### config.mk
export PLATFORM = sky130hd
export DESIGN_NAME = fetch_sequencer
export DESIGN_NICKNAME = d
export VERILOG_FILES = /design/src/rtl/nibbler_pkg.sv /design/src/rtl/fetch_sequencer.sv
export SDC_FILE = /design/constraint.sdc
export NUM_CORES = 1
export LEC_CHECK = 0
export BUFFER_PORTS_ARGS = -buffer_cell sky130_fd_sc_hd__buf_2
export CAP_MARGIN = 10
export CORE_MARGIN = 2
export CORE_UTILIZATION = 41
export DETAILED_ROUTE_END_ITERATION = 6
export GPL_TIMING_DRIVEN = 1
export PLACE_DENSITY = 0.74
export RECOVER_POWER = 50
export SLEW_MARGIN = 20
export SYNTH_ARGS = -nofsm -noshare
export SYNTH_HDL_FRONTEND = slang
export SYNTH_SLANG_ARGS = --single-unit
### constraint.sdc
create_clock -name clk -period 1.4 [get_ports clk]
set_input_delay 0 -clock clk [delete_from_list [all_inputs] [get_ports clk]]
set_output_delay 0 -clock clk [all_outputs]
set_load 0.005 [all_outputs]
### src/rtl/nibbler_pkg.sv
// Shared Nibbler definitions: fetch FSM states, jump opcodes and the jump-class test.
package nibbler_pkg;

  localparam int DEF_ADDR_W = 12;
  localparam int DEF_OPC_W  = 4;

  typedef enum logic [2:0] {
    S_START,
    S_FETCH,
    S_DECODE,
    S_TARGET,
    S_ISSUE
  } fetch_state_t;

  localparam logic [3:0] OP_JC  = 4'h8;
  localparam logic [3:0] OP_JNC = 4'h9;
  localparam logic [3:0] OP_JZ  = 4'hA;
  localparam logic [3:0] OP_JMP = 4'hB;

  localparam logic [1:0] JUMP_CLASS = 2'b10;

  function automatic logic is_jump(input logic [3:0] opcode);
    return opcode[3:2] == JUMP_CLASS;
  endfunction

endpackage

### src/rtl/fetch_sequencer.sv
// Nibbler front end: walks the PC through the program ROM, assembles jump targets,
// and presents each decoded instruction to execute over a valid/ready handshake.
module fetch_sequencer
  import nibbler_pkg::*;
#(
  parameter int ADDR_W = DEF_ADDR_W,
  parameter int OPC_W  = DEF_OPC_W
) (
  input  logic                 clk,
  input  logic                 notReset,
  input  logic [2*OPC_W-1:0]   romData,
  output logic                 incPC,
  output logic                 notLoadPC,
  output logic [ADDR_W-1:0]    addressIn,
  output logic                 instrValid,
  output logic [OPC_W-1:0]     instrOpcode,
  output logic [OPC_W-1:0]     instrImm,
  output logic [ADDR_W-1:0]    instrTarget,
  input  logic                 execReady,
  input  logic                 condTrue,
  output fetch_state_t         dbgState
);

  // Handshake: an instruction transfers on any cycle where instrValid && execReady;
  // once instrValid rises, opcode/imm/target hold until that transfer.

  fetch_state_t       state, stateNext;
  logic [OPC_W-1:0]   opcodeQ, immQ;
  logic [ADDR_W-1:0]  targetQ;
  logic [OPC_W-1:0]   romOpc, romImm;

  assign romOpc = romData[2*OPC_W-1:OPC_W];
  assign romImm = romData[OPC_W-1:0];

  always_ff @(posedge clk or negedge notReset) begin
    if (!notReset) begin
      state   <= S_START;
      opcodeQ <= '0;
      immQ    <= '0;
      targetQ <= '0;
    end else begin
      state <= stateNext;
      case (state)
        S_DECODE: begin
          opcodeQ <= romOpc;
          immQ    <= romImm;
          targetQ <= '0;
        end
        // High target nibble is the immediate already held in immQ.
        S_TARGET: targetQ <= ADDR_W'({immQ, romData});
        default: ;
      endcase
    end
  end

  always_comb begin
    stateNext  = state;
    incPC      = 1'b0;
    notLoadPC  = 1'b1;
    addressIn  = '0;
    instrValid = 1'b0;
    case (state)
      S_START:  stateNext = S_FETCH;
      S_FETCH: begin
        incPC     = 1'b1;
        stateNext = S_DECODE;
      end
      S_DECODE: begin
        if (is_jump(romOpc)) begin
          incPC     = 1'b1;
          stateNext = S_TARGET;
        end else begin
          stateNext = S_ISSUE;
        end
      end
      S_TARGET: stateNext = S_ISSUE;
      S_ISSUE: begin
        instrValid = 1'b1;
        addressIn  = targetQ;
        if (execReady) begin
          stateNext = S_FETCH;
          // Load pulse only on the accept cycle of a taken jump.
          if (is_jump(opcodeQ) && (opcodeQ == OP_JMP || condTrue))
            notLoadPC = 1'b0;
        end
      end
      default: stateNext = S_START;
    endcase
  end

  assign instrOpcode = opcodeQ;
  assign instrImm    = immQ;
  assign instrTarget = targetQ;
  assign dbgState    = state;

endmodule

==> Flow_metrics.wiki <==
{| class="wikitable"
! Metric !! Value
|-
| Critical-path cell with the highest stage delay || dfrtp_2
|-
| Headroom to the max-slew limit || 0.617
|-
| Setup slack after placement || 0.0794 ns
|-
| Post-synthesis instance area || 1110 sq um
|-
| Most used standard cell by instance count after synthesis || dfrtp_1
|-
| Horiz. Die Dim || 56.1 um
|-
| Post-route minimum period || 1.52 ns
|-
| Largest delay share family, worst path || flip-flops
|-
| Clock edge transition at the registers on the reported setup and hold paths || around 0.13 ns
|-
| Met3 Wirelength || around 140 um
|-
| Mean routed wirelength per cell || 13.9 um
|-
| Area Overhead vs Synth || 56.1%
|-
| Max Used Layer || met4
|-
| Worst hold-check path type || in -> async
|-
| Initial detailed-routing violation count || 27
|-
| Number of maximum-capacitance constraint violations || 0
|-
| Synth Area per Inst || ~11 sq um
|-
| Final clock period utilization by the worst path || 1.09
|-
| Max Clock Skew || around 0.0035 ns
|-
| Setup total negative slack || -1.42 ns
|-
| Number of instances in the synthesized netlist || roughly 100
|-
| Result of the run || finished, violations left
|-
| Number of buffers and inverters on the critical path || 2
|-
| Largest net degree at the start of global routing || 24
|-
| Final HPWL from detailed placement || between 1.5 and 2 mm
|-
| Worst path max stage delay || around 0.50 ns
|-
| Total power per unit cell area || between 1500 and 2000 nW/um^2
|-
| Fmax || between 600 and 700 MHz
|-
| Critical Path Source Type || flop
|-
| Clock Tree Buf Depth || 2
|-
| Count of pins over their slew limit || 0
|-
| Post-synth top flop || dfrtp_1
|-
| Number of storage elements in the synthesis netlist || 23
|-
| Area of all sequential standard cells || around 580 sq um
|-
| Cell types with the largest area share after synthesis || dfrtp_1 (52%), mux2i_1 (11%), mux2_2 (8.1%), and2_1 (6.8%), inv_1 (4.4%)
|-
| Core region area || ~2500 sq um
|-
| Worst VDD drop || roughly 1.3 mV
|-
| Area share of the largest cell type after synthesis || 0.518
|-
| Die extent in y || approximately 56 um
|-
| Number of flops mapped to enable cells by yosys || 0
|-
| ANT cells || 0
|-
| Std-Cell Rows || 18
|-
| CTS sink count || 23
|-
| Endpoints failing setup || 15
|-
| Net count after synthesis || about 110
|-
| Worst-Margin Slew || ~0.57 ns
|-
| Initial core utilization || 0.440
|-
| Clock tree from TritonCTS || yes
|-
| Worst-path maximum fanout || 8
|-
| Total non-filler cell area in the finished layout || roughly 1700 sq um
|-
| Antenna violation net count after detailed routing || 0
|-
| Leading cell types by count after synthesis || dfrtp_1 (23), inv_1 (13), and2_1 (12), mux2i_1 (12), nand2_1 (12)
|-
| Area after DPL || between 1000 and 1500 sq um
|-
| Violations in the final reports || setup timing
|-
| Number of global-route vias before repair || between 1000 and 1500
|-
| LEAKAGE || 0.000867 uW
|-
| Utilization of the core after routing || 0.688
|-
| Post-synthesis async set-or-reset flop share || 1.00
|-
| Post-route worst setup slack || -0.121 ns
|-
| RSZ-0062 raised after global routing || true
|-
| Top cell type by total area after synthesis || dfrtp_1
|-
| Met2 WL || 1.49 mm
|-
| Critical-path cell list || nor3b_4, buf_6, and2_4, buf_6
|-
| Tot GR Track Use || 0.186
|-
| Routability congestion estimate || around 0.75
|-
| Multi-input combinational cell area || just over 500 sq um
|-
| Detailed-route via count || around 970
|-
| Final wirelength || 2.81 mm
|-
| Final global-route overflow total || 0
|-
| Number of warning messages in the yosys log || 0
|-
| Root buffer selected by CTS || clkbuf_4
|-
| Router iterations before antenna repair || 4
|-
| Global-route wire length before repair || ~4.6 mm
|-
| Required time of the worst setup path || roughly 1.4 ns
|-
| Total routed wire length on the met1 layer || approximately 1.2 mm
|-
| Average vias per placed instance || ~4.8
|-
| H-tree Lvls || 1
|-
| Count of unique library cells instantiated by Yosys || 21
|-
| Final hold violation count || 0
|-
| NumNets Final || between 150 and 200
|-
| Antenna violations before repair || 0
|-
| Sequential element share of the synthesized area || 0.518
|-
| Full die area || about 3100 sq um
|-
| Number of buffers inserted during clock tree synthesis || 3
|-
| Post-detailed-route DRC marker count || 0
|-
| Worst hold-check slack || between 0.15 and 0.2 ns
|-
| Fraction of final layout cells sized beyond drive strength 1 || 0.529
|-
| Dominant cell type by count on the critical path || buf_6
|-
| IO Port Bufs || 49
|-
| IO Count || 50
|-
| Data arrival, critical path || approximately 1.5 ns
|-
| Crit Path Class || reg -> out
|-
| Clk Latency, worst-skew pair || 0.31 ns
|-
| Filler cell count in the final layout || ~220
|-
| Kind of end point of the critical path || output pin
|}
==> final timing paths <==
kind	start	end	slack, ns	cells past startpoint
worst max-delay path	dbgState[1]$_DFFE_PN0P_	addressIn[2]	-0.12	4
worst min-delay path	notReset	instrTarget[3]$_DFFE_PN0P_	0.20	2
worst max register to register	dbgState[0]$_DFFE_PN0P_	instrOpcode[2]$_DFFE_PN0N_	0.06	4
worst min register to register	instrOpcode[3]$_DFFE_PN0N_	instrOpcode[3]$_DFFE_PN0N_	0.54	1
max in group asynchronous	notReset	dbgState[1]$_DFFE_PN0P_	0.79	2
min in group clk	condTrue	notLoadPC	0.41	4
==> layout make-up <==
type	instances	area share
inverter	13	0.0281
clock buffer	3	0.0130
timing repair buffer	72	0.304
multi-input combinational	60	0.295
clock inverter	1	0.00433
tap	30	0.0216
sequential	23	0.333
==> cells in the final DEF, fill, tap and decap left out, drive strengths merged <==
cell type,synthesis,final
a21oi,3,3
a22o,1,1
a31oi,1,1
and2,12,12
buf,3,59
clkbuf,2,6
clkinvlp,0,1
dfrtp,23,23
dlygate4sd3,0,10
inv,13,13
mux2,8,8
mux2i,12,12
nand2,12,12
nand2b,2,2
nand4b,1,1
nand4bb,1,1
nor2b,2,2
nor3b,2,2
or2,1,1
or3b,2,2
==> kinds of logic (layout without fill, tap and decap cells) <==
| kind of cell | after synthesis | after routing | share of synthesized area |
|---|---|---|---|
| AND/OR/NAND/NOR | 35 | 35 | 0.198 |
| flip-flops | 23 | 23 | 0.518 |
| multiplexers | 20 | 20 | 0.189 |
| buffers and inverters | 18 | 89 | 0.0676 |
| AO/OA/AOI/OAI | 5 | 5 | 0.0270 |
==> metal layers <==
metal | global-route usage | vias to the layer above
met2 | 0.334 | 29
met1 | 0.226 | 473
met4 | 0.0612 | 0
met3 | 0.0279 | 2
li1 | - | 462
met5 | 0 | -
==> through the flow <==
step                instances  power, uW
floorplan                 101       1960
global placement          182       2510
detailed placement        182       2580
CTS                       201       3120
global route              202       3400
finish                    202       3160
==> where the power goes <==
group / switching (uW) / internal, uW
combinational: 681 / 929
clock: 204 / 109
sequential: 272 / 969
total: 1160 / 2010
==> registers in the layout, indices dropped and copies added, names as in the netlist <==
name / count
instrOpcode: 4
instrTarget: 12
dbgState: 3
instrImm: 4
==> what timing repair did <==
| action | in CTS | in global routing |
|---|---|---|
| hold endpoints to repair | 40 | 0 |
| resized for setup | 21 | 12 |
| hold buffers | 10 | 0 |
| setup endpoints to repair | 15 | 20 |
| cloned | 1 | 0 |
| pin swaps | 11 | 2 |
| buffers inserted | 4 | 1 |
(Power assumes the default switching activity.)
